`config.mk`:
```
export PLATFORM = sky130hd
export DESIGN_NAME = hazard_stall_ctrl
export DESIGN_NICKNAME = d
export VERILOG_FILES = /design/src/rtl/hazard_stall_ctrl_pkg.sv /design/src/rtl/hazard_stall_ctrl_sat_counter.sv /design/src/rtl/hazard_stall_ctrl.sv
export SDC_FILE = /design/constraint.sdc
export NUM_CORES = 1
export LEC_CHECK = 0
export ABC_AREA = 1
export CAP_MARGIN = 20
export CORE_UTILIZATION = 54
export DETAILED_ROUTE_END_ITERATION = 8
export PLACE_DENSITY = 0.82
export SLEW_MARGIN = 20
export SYNTH_ARGS = -nofsm -noshare
export SYNTH_HDL_FRONTEND = slang
export SYNTH_SLANG_ARGS = --single-unit
```
`constraint.sdc`:
```
create_clock -name clk -period 2.8 [get_ports clk]
set_input_delay 0.56 -clock clk [delete_from_list [all_inputs] [get_ports clk]]
set_output_delay 0.56 -clock clk [all_outputs]
set_load 0.005 [all_outputs]
```
`src/rtl/hazard_stall_ctrl_pkg.sv`:
```
`default_nettype none
// ============================================================================
//  Module      : hazard_stall_ctrl_pkg
//  Description : Shared definitions for the ID-stage hazard/stall controller.
//                It holds the controller FSM encoding and the architectural
//                zero-register index.
//  Revision    : 1.0 - initial release
// ============================================================================
package hazard_stall_ctrl_pkg;

    typedef enum logic [1:0] {
        HZ_RUN      = 2'd0,
        HZ_MEM_WAIT = 2'd1,
        HZ_FAULT    = 2'd2
    } hz_state_e;

    // x0 is hard-wired to zero, so it never carries a real dependency.
    localparam logic [4:0] REG_ZERO = 5'd0;

endpackage : hazard_stall_ctrl_pkg
`default_nettype wire

```
`src/rtl/hazard_stall_ctrl_sat_counter.sv`:
```
`default_nettype none
// ============================================================================
//  Module      : sat_counter
//  Description : Up-counter that sticks at all-ones instead of wrapping.
//  Ports       : clk   - clock, rising edge
//                rst   - asynchronous reset, active-high
//                inc   - count this cycle
//                count - current count value
//  Revision    : 1.0 - initial release
// ============================================================================
module sat_counter #(
    parameter int W = 16
) (
    input  logic         clk,
    input  logic         rst,
    input  logic         inc,
    output logic [W-1:0] count
);

    logic [W-1:0] r_count;

    always_ff @(posedge clk or posedge rst) begin
        if (rst) begin
            r_count <= '0;
        end else if (inc && (r_count != {W{1'b1}})) begin
            r_count <= r_count + W'(1);
        end
    end

    assign count = r_count;

endmodule : sat_counter
`default_nettype wire

```
`src/rtl/hazard_stall_ctrl.sv`:
```
`default_nettype none
// ============================================================================
//  Module      : hazard_stall_ctrl
//  Description : ID-stage hazard controller for the 5-stage RV32I pipeline.
//                It handles load-use stalls, taken-branch flushes and
//                data-memory wait freezes, and it raises a sticky fault when a
//                memory access waits too long. It also exports saturating
//                stall and flush counters.
//  Ports       : clk, rst                     - clock / async active-high reset
//                IF_ID_rs1/rs2, use_rs1/rs2   - source operands of the ID instr
//                ID_EX_MemRead, ID_EX_rd      - load in EX and its destination
//                EX_branch_taken              - EX redirects the PC
//                EX_MEM_MemAccess, dmem_ready - MEM access and its completion
//                PC_Write .. EX_MEM_Write     - pipeline register enables
//                IF_ID/ID_EX/MEM_WB_Flush     - bubble insertion controls
//                mem_err                      - sticky dmem timeout fault
//                stall_cycles, flush_count    - saturating perf counters
//  Revision    : 1.0 - initial release
// ============================================================================
module hazard_stall_ctrl
    import hazard_stall_ctrl_pkg::*;
#(
    parameter int MEM_TIMEOUT = 64,
    parameter int CNT_W       = 16
) (
    input  logic             clk,
    input  logic             rst,
    input  logic [4:0]       IF_ID_rs1,
    input  logic [4:0]       IF_ID_rs2,
    input  logic             IF_ID_use_rs1,
    input  logic             IF_ID_use_rs2,
    input  logic             ID_EX_MemRead,
    input  logic [4:0]       ID_EX_rd,
    input  logic             EX_branch_taken,
    input  logic             EX_MEM_MemAccess,
    input  logic             dmem_ready,
    output logic             PC_Write,
    output logic             IF_ID_Write,
    output logic             ID_EX_Write,
    output logic             EX_MEM_Write,
    output logic             IF_ID_Flush,
    output logic             ID_EX_Flush,
    output logic             MEM_WB_Flush,
    output logic             mem_err,
    output logic [CNT_W-1:0] stall_cycles,
    output logic [CNT_W-1:0] flush_count
);

    localparam int WAIT_W = (MEM_TIMEOUT < 1) ? 1 : $clog2(MEM_TIMEOUT + 1);
    localparam logic [WAIT_W-1:0] c_TIMEOUT  = WAIT_W'(MEM_TIMEOUT);
    localparam logic [WAIT_W-1:0] c_WAIT_MAX = {WAIT_W{1'b1}};

    hz_state_e          r_state;
    hz_state_e          w_state_nxt;
    logic [WAIT_W-1:0]  r_wait_cnt;
    logic [WAIT_W-1:0]  w_wait_nxt;
    logic               r_mem_err;
    logic               w_err_nxt;

    logic               w_freeze;
    logic               w_load_use;
    logic               w_branch_apply;
    logic               w_lu_apply;

    // ------------------------------------------------------------------
    // Hazard detection
    // ------------------------------------------------------------------
    // A MEM access that is not ready freezes the pipe in the very cycle it
    // is seen in RUN, before the FSM has moved to MEM_WAIT.
    assign w_freeze = ((r_state == HZ_RUN)      && EX_MEM_MemAccess && !dmem_ready) ||
                      ((r_state == HZ_MEM_WAIT) && !dmem_ready) ||
                      (r_state == HZ_FAULT);

    assign w_load_use = ID_EX_MemRead && (ID_EX_rd != REG_ZERO) &&
                        ((IF_ID_use_rs1 && (IF_ID_rs1 == ID_EX_rd)) ||
                         (IF_ID_use_rs2 && (IF_ID_rs2 == ID_EX_rd)));

    // A taken branch makes the ID instruction wrong-path, so its load-use
    // stall is pointless and is dropped. Freeze holds the branch in EX so
    // it is applied only once the pipe is released.
    assign w_branch_apply = !w_freeze && EX_branch_taken;
    assign w_lu_apply     = !w_freeze && !EX_branch_taken && w_load_use;

    // ------------------------------------------------------------------
    // FSM: state register
    // ------------------------------------------------------------------
    always_ff @(posedge clk or posedge rst) begin
        if (rst) begin
            r_state    <= HZ_RUN;
            r_wait_cnt <= '0;
            r_mem_err  <= 1'b0;
        end else begin
            r_state    <= w_state_nxt;
            r_wait_cnt <= w_wait_nxt;
            r_mem_err  <= w_err_nxt;
        end
    end

    // ------------------------------------------------------------------
    // FSM: next state
    // ------------------------------------------------------------------
    always_comb begin
        w_state_nxt = r_state;
        w_wait_nxt  = r_wait_cnt;
        w_err_nxt   = r_mem_err;
        case (r_state)
            HZ_RUN: begin
                if (EX_MEM_MemAccess && !dmem_ready) begin
                    w_state_nxt = HZ_MEM_WAIT;
                    w_wait_nxt  = WAIT_W'(1);
                end
            end
            HZ_MEM_WAIT: begin
                if (dmem_ready) begin
                    w_state_nxt = HZ_RUN;
                    w_wait_nxt  = '0;
                end else if ((MEM_TIMEOUT != 0) && (r_wait_cnt == c_TIMEOUT)) begin
                    w_state_nxt = HZ_FAULT;
                    w_err_nxt   = 1'b1;
                end else if (r_wait_cnt != c_WAIT_MAX) begin
                    // Held at all-ones when the timeout is disabled.
                    w_wait_nxt = r_wait_cnt + WAIT_W'(1);
                end
            end
            HZ_FAULT: begin
                // Only reset leaves FAULT; dmem_ready is ignored here.
            end
            default: begin
                w_state_nxt = HZ_RUN;
                w_wait_nxt  = '0;
            end
        endcase
    end

    // ------------------------------------------------------------------
    // Pipeline controls (Mealy). Reset forces every enable and flush low.
    // ------------------------------------------------------------------
    always_comb begin
        PC_Write     = 1'b0;
        IF_ID_Write  = 1'b0;
        ID_EX_Write  = 1'b0;
        EX_MEM_Write = 1'b0;
        IF_ID_Flush  = 1'b0;
        ID_EX_Flush  = 1'b0;
        MEM_WB_Flush = 1'b0;
        if (!rst) begin
            if (w_freeze) begin
                // Everything up to EX/MEM holds; MEM/WB takes a bubble so the
                // stalled access does not retire twice.
                MEM_WB_Flush = 1'b1;
            end else if (w_branch_apply) begin
                PC_Write     = 1'b1;
                IF_ID_Write  = 1'b1;
                ID_EX_Write  = 1'b1;
                EX_MEM_Write = 1'b1;
                IF_ID_Flush  = 1'b1;
                ID_EX_Flush  = 1'b1;
            end else if (w_lu_apply) begin
                ID_EX_Write  = 1'b1;
                EX_MEM_Write = 1'b1;
                ID_EX_Flush  = 1'b1;
            end else begin
                PC_Write     = 1'b1;
                IF_ID_Write  = 1'b1;
                ID_EX_Write  = 1'b1;
                EX_MEM_Write = 1'b1;
            end
        end
    end

    assign mem_err = r_mem_err;

    // ------------------------------------------------------------------
    // Performance counters
    // ------------------------------------------------------------------
    logic w_stall_inc;
    logic w_flush_inc;

    assign w_stall_inc = (w_freeze || w_lu_apply) && (r_state != HZ_FAULT);
    assign w_flush_inc = w_branch_apply;

    sat_counter #(
        .W (CNT_W)
    ) u_stall_cnt (
        .clk   (clk),
        .rst   (rst),
        .inc   (w_stall_inc),
        .count (stall_cycles)
    );

    sat_counter #(
        .W (CNT_W)
    ) u_flush_cnt (
        .clk   (clk),
        .rst   (rst),
        .inc   (w_flush_inc),
        .count (flush_count)
    );

endmodule : hazard_stall_ctrl
`default_nettype wire
```
# Yosys cells after proc, flatten, opt, wreduce, memory -nomap -nowiden
# Index checks and enable logic that the tools add are counted.
dict set report word_totals {
  output_inout_bits 40
  reg_bits 42
  input_bits 23
  elab_cells 73
}
dict set report classes {
  reduce_logical 26
  n_eq_ne 13
  add_sub_neg 3
  mux 24
  bitwise_logic 2
}
# op count
set op_table {}
lappend op_table {{$add A16 B1 Y16 const B} 2}
lappend op_table {{$ne A16 B16 Y1 const B} 2}
lappend op_table {{$mux W7} 4}
lappend op_table {{$pmux W7 S3} 1}
lappend op_table {{$mux W1} 15}
lappend op_table {{$logic_and A1 B1 Y1} 14}
lappend op_table {{$eq A5 B5 Y1} 2}
lappend op_table {{$add A7 B1 Y7 const B} 1}
lappend op_table {{$eq A7 B7 Y1 const B} 1}
lappend op_table {{$ne A7 B7 Y1 const B} 1}
lappend op_table {{$mux W2} 3}
lappend op_table {{$ne A3 B2 Y1 const B} 2}
lappend op_table {{$pmux W2 S3} 1}
lappend op_table {{$reduce_and A3 Y1} 2}
lappend op_table {{$reduce_bool A5 Y1} 1}
lappend op_table {{$logic_or A1 B1 Y1} 4}
lappend op_table {{$reduce_and A4 Y1} 1}
lappend op_table {{$logic_not A1 Y1} 3}
lappend op_table {{$ne A3 B3 Y1 const B} 1}
lappend op_table {{$eq A2 B1 Y1 const B} 1}
lappend op_table {{$eq A2 B2 Y1 const B} 1}
lappend op_table {{$logic_not A2 Y1} 1}
lappend op_table {{$ne A2 B1 Y1 const B} 1}
lappend op_table {{$ne A2 B2 Y1 const B} 1}
lappend op_table {{$not A1 Y1} 2}

# Logic depth before layout (Yosys ltp)
dict set report depth {
  depth_word 12
  depth_mapped 12
  mapped_depth_nobuf 11
}

# Modules after synthesis
# Synthesis repeated with hierarchy kept, for this count alone.
dict set report hier_totals {
  hier_cells 450
  hier_area_um2 3035.4
}
# mod instances area_each_um2 cells_each seq_area_each_um2
set modules_own_cells {}
lappend modules_own_cells {sat_counter 2 1069.8 150 400.4}
lappend modules_own_cells {hazard_stall_ctrl 1 895.9 150 250.2}

# Worst setup path after synthesis
# No wires, ideal clock.
dict set report synth_timing {
  path_type {input to output}
  from {input port dmem_ready}
  to {output port PC_Write}
  setup_slack_ns 0.696
  stages 11
  arrival_ns 1.544
  n_path_buf 2
  required_ns 2.240
  path_cell_list {inv_1 nand2_1 nand2_2 nand2_4 o21ai_1 nor2_1 nand2_1 nand2_2 buf_4 nor2_1 buf_4}
}
dict set report synth_via {
  elab_chain_cells 11
  elab_cells_between_ends 13
  cone_classes {4 x mux; 9 x reduce/logical}
}
# item line_no
set synth_rtl {}
lappend synth_rtl {{start: declaration} hazard_stall_ctrl.sv:36} ;# input logic dmem_ready,
lappend synth_rtl {{$logic_not A1 Y1 (*)} {hazard_stall_ctrl.sv:70, hazard_stall_ctrl.sv:71}}
lappend synth_rtl {{$logic_and A1 B1 Y1 (on tied branches)} {hazard_stall_ctrl.sv:70, hazard_stall_ctrl.sv:71}}
lappend synth_rtl {{$logic_or A1 B1 Y1 (*)} hazard_stall_ctrl.sv:70} ;# assign w_freeze = ((r_state == HZ_RUN) && EX_MEM_MemAccess && !dmem_ready) ||
lappend synth_rtl {{$logic_or A1 B1 Y1 (*)} hazard_stall_ctrl.sv:71} ;# ((r_state == HZ_MEM_WAIT) && !dmem_ready) ||
lappend synth_rtl {{$logic_not A1 Y1} {hazard_stall_ctrl.sv:81, hazard_stall_ctrl.sv:82}}
lappend synth_rtl {{$logic_and A1 B1 Y1 (2 in series)} hazard_stall_ctrl.sv:82} ;# assign w_lu_apply = !w_freeze && !EX_branch_taken && w_load_use;
lappend synth_rtl {{$mux W1 (2 in series)} -}
lappend synth_rtl {{$mux W1 (*) (2 in series)} -}
lappend synth_rtl {{end: declaration} hazard_stall_ctrl.sv:37} ;# output logic PC_Write,
# Mark *: on every way between the ends. The rest lies on a longest branch, timed or not.

# Final worst setup path
dict set report layout_timing {
  from {input port dmem_ready}
  to {output port ID_EX_Flush}
}
dict set report layout_via {
  elab_chain_cells 11
  elab_cells_between_ends 13
  cone_classes {4 x mux; 9 x reduce/logical}
}
# item line_no
set layout_rtl {}
lappend layout_rtl {{$logic_not A1 Y1 (*)} {hazard_stall_ctrl.sv:70, hazard_stall_ctrl.sv:71}}
lappend layout_rtl {{$logic_and A1 B1 Y1 (on tied branches)} {hazard_stall_ctrl.sv:70, hazard_stall_ctrl.sv:71}}
lappend layout_rtl {{$logic_or A1 B1 Y1 (*)} hazard_stall_ctrl.sv:70}
lappend layout_rtl {{$logic_or A1 B1 Y1 (*)} hazard_stall_ctrl.sv:71}
lappend layout_rtl {{$logic_not A1 Y1} {hazard_stall_ctrl.sv:81, hazard_stall_ctrl.sv:82}}
lappend layout_rtl {{$logic_and A1 B1 Y1 (2 in series)} hazard_stall_ctrl.sv:82}
lappend layout_rtl {{$mux W1} hazard_stall_ctrl.sv:158} ;# end else if (w_lu_apply) begin
lappend layout_rtl {{$mux W1} hazard_stall_ctrl.sv:151} ;# end else if (w_branch_apply) begin
lappend layout_rtl {{$mux W1 (*)} hazard_stall_ctrl.sv:147} ;# if (w_freeze) begin
lappend layout_rtl {{$mux W1 (*)} hazard_stall_ctrl.sv:146} ;# if (!rst) begin
lappend layout_rtl {{end: declaration} hazard_stall_ctrl.sv:42} ;# output logic ID_EX_Flush,
# Marks and branches as above.

==> results.sh <==
export IMPL_outcome="complete, no violations"
export IMPL_required_ns=2.24
export IMPL_min_path_type="reg2reg"
export IMPL_coreArea_um2=4790
export IMPL_wl_per_cell_um=12.2
export IMPL_insertion_delay_ns=0.30
export IMPL_synth_seq_area_share=0.387
export IMPL_switching_share=0.213
export IMPL_via_per_inst=5.20
export IMPL_fin_crit_sh=0.931
export IMPL_finalSetupTns_ns=0
export IMPL_grt_pass1_vias=2424
export IMPL_rsz0062_at_grt="no"
export IMPL_nets=468
export IMPL_drc=0
export IMPL_h_tree_depth=2
export IMPL_pwr_share_clk=0.411
export IMPL_stdcell_count=509
export IMPL_p_seq_frac=0.522
export IMPL_netlist_area_um2=2710
export IMPL_powerDensity_nw_per_um2=329
export IMPL_fin_total_pwr_mw=1.16
export IMPL_worstRegToRegCells=7
export IMPL_grt_pass1_wl_um=10500
export IMPL_grt_max_degree=35
export IMPL_fin_crit_ns=2.61
export IMPL_drive_gt1_frac=0.0950
export IMPL_synth_avg_cell_area_um2=7.25
export IMPL_dr_pass1_iters=5
export IMPL_ys_async_sr_fraction=1.00
export IMPL_whs_ns=0.463
export IMPL_ir_worst_vdd_mv=0.215
export IMPL_critPathKind="in2out"
export IMPL_post_cts_setup_buffers=0
export IMPL_first_iter_violations=158
export IMPL_cts_path_max_buffers=2
export IMPL_clock_sinks=42
export IMPL_cts_buffers=5
export IMPL_synth_edf_count=0
export IMPL_rows=25
export IMPL_io_pins=63
export IMPL_clock_fmax_ghz=0.384
export IMPL_track_usage=0.255
export IMPL_cts_tree="yes"
export IMPL_comb_power_share=0.067
export IMPL_hpwl_um=4650
export IMPL_synth_cell_types=30
export IMPL_p_leak_nw=1.75
export IMPL_ys_ff_latch=42
export IMPL_slew_violations=0
export IMPL_die_y_um=72.9
export IMPL_ys_warn_count=0
export IMPL_final_cell_mix="116 x nand2_1, 56 x clkdlybuf4s50_1, 46 x inv_1, 42 x dfrtp_1, 34 x nor2_1"
export IMPL_worstPathArrival_ns=2.05
export IMPL_routed_wl_um=6190
export IMPL_antenna_cells=0
export IMPL_root_buffer="clkbuf_8"
export IMPL_hold_path_cell_count=2
export IMPL_portBuffers=62
export IMPL_finalClockSkew_ns=0.00674
export IMPL_internal_power_mw=0.913
export IMPL_tightest_slew_ns=0.633
export IMPL_die_w_um=72.9
export IMPL_cp_start_kind="input pin"
export IMPL_antenna_left=0
export IMPL_grt_overflow=0
export IMPL_layout_commonest_cell="nand2_1"
export IMPL_relSlewSlack=0.577
export IMPL_cap_viol_max_count=0
export IMPL_ys_flop_type="dfrtp_1"
export IMPL_p_sw_mw=0.247
export IMPL_syn_to_final_growth_pct=30.1
export IMPL_synth_nets=401
export IMPL_crit_fanout=4
export IMPL_vias=2646
export IMPL_synth_cells=374
export IMPL_postCtsHoldBufs=0
export IMPL_hold_violations=0
export IMPL_gp_congestion=0.905
export IMPL_die_area_um2=5310
export IMPL_setup_viol=0
export IMPL_end_kind="output pin"
export IMPL_dp_cells=501
export IMPL_clkSlewWorstSetupHoldPaths_ns=0.08
export IMPL_initial_core_util=0.567
export IMPL_antenna_found_initial=0
sequential cells by signal (all words and copies together) (netlist names):
register,cells
u_stall_cnt.count,16
r_wait_cnt,7
u_flush_cnt.count,16
mem_err,1
r_state,2
area by class of cell:
type / instances / area, µm²
Fill cell: 395 / 1260
Multi-Input combinational cell: 272 / 1410
Sequential cell: 42 / 1050
Clock buffer: 7 / 76.3
Tap cell: 67 / 83.8
Inverter: 51 / 191
Clock inverter: 1 / 30.0
Timing Repair Buffer: 69 / 686
per-layer routing:
metal / up-vias / GRT usage / routed length [µm]
li1: 1318 / - / -
met1: 1219 / 0.322 / 2680
met2: 101 / 0.429 / 3040
met3: 8 / 0.0622 / 384
met4: 0 / 0.0806 / 89
met5: - / 0 / 0
through the flow:
stage / cell area, µm² / util / setup WS [ns]
floorplan: 2710 / - / 0.696
global placement: 3420 / 0.714 / -0.0777
detailed placement: 3420 / 0.714 / -0.0986
CTS: 3520 / 0.736 / 0.0113
global route: 3530 / 0.737 / 0.0193
finish: 3530 / 0.737 / 0.193
cell usage after synthesis (2+ instances only):
master | number | share of area
a21oi_1 | 5 | 0.0092
buf_4 | 4 | 0.011
buf_6 | 2 | 0.0083
clkbuf_1 | 2 | 0.0028
dfrtp_1 | 42 | 0.39
ha_1 | 4 | 0.018
inv_1 | 47 | 0.065
inv_2 | 4 | 0.0055
nand2_1 | 116 | 0.16
nand2_2 | 5 | 0.012
nand3_1 | 25 | 0.046
nand3_2 | 3 | 0.011
nand4_1 | 22 | 0.051
nor2_1 | 36 | 0.050
nor2_2 | 7 | 0.016
nor2_4 | 2 | 0.0083
nor3_1 | 5 | 0.0092
nor3_2 | 3 | 0.011
o21a_1 | 2 | 0.0055
o21ai_0 | 6 | 0.011
o21ai_1 | 2 | 0.0037
xnor2_1 | 4 | 0.013
xor2_1 | 19 | 0.061
logic make-up after synthesis:
| group | share of synthesized area |
|---|---|
| AO/OA/AOI/OAI | 0.0355 |
| AND/OR/NAND/NOR | 0.390 |
| buffers and inverters | 0.0946 |
| flip-flops | 0.387 |
| adder cells (fa/ha/maj) | 0.0185 |
| XOR/XNOR | 0.0743 |
power by group through the flow:
stage,registers [mW],clock network [mW],logic [mW]
after floorplan,0.618,0,0.0310
after global placement,0.618,0,0.0772
after detailed placement,0.618,0,0.0789
after CTS,0.606,0.486,0.0793
after global routing,0.606,0.507,0.0880
final,0.606,0.477,0.0776
repair_timing:
item,4_1_cts,5_1_grt
resized for setup,7,2
pin swaps,0,0
endpoints found under the setup margin,5,2
path summary, 6_finish.rpt:
check | startpoint | endpoint | slack (ns)
worst max-delay path | dmem_ready | ID_EX_Flush | 0.19
worst min-delay path | mem_err | mem_err | 0.46
worst max register to register | u_stall_cnt.count[0] | u_stall_cnt.count[1] | 0.58
worst min register to register | mem_err | mem_err | 0.46
max in group asynchronous | rst | u_stall_cnt.count[3] | 1.54
min in group asynchronous | rst | u_stall_cnt.count[15] | 0.74
worst max-delay path, stage by stage:
cell and delay, ns:
clkdlybuf4s50_1 0.49, inv_2 0.06, nand2_1 0.07, nand2_2 0.07, nand2_4 0.09, buf_4 0.10, inv_2 0.04, nor2_4 0.08
inv_1 0.06, a21oi_1 0.17, dlygate4sd2_1 0.26
Power figures use the tool's default switching activity.
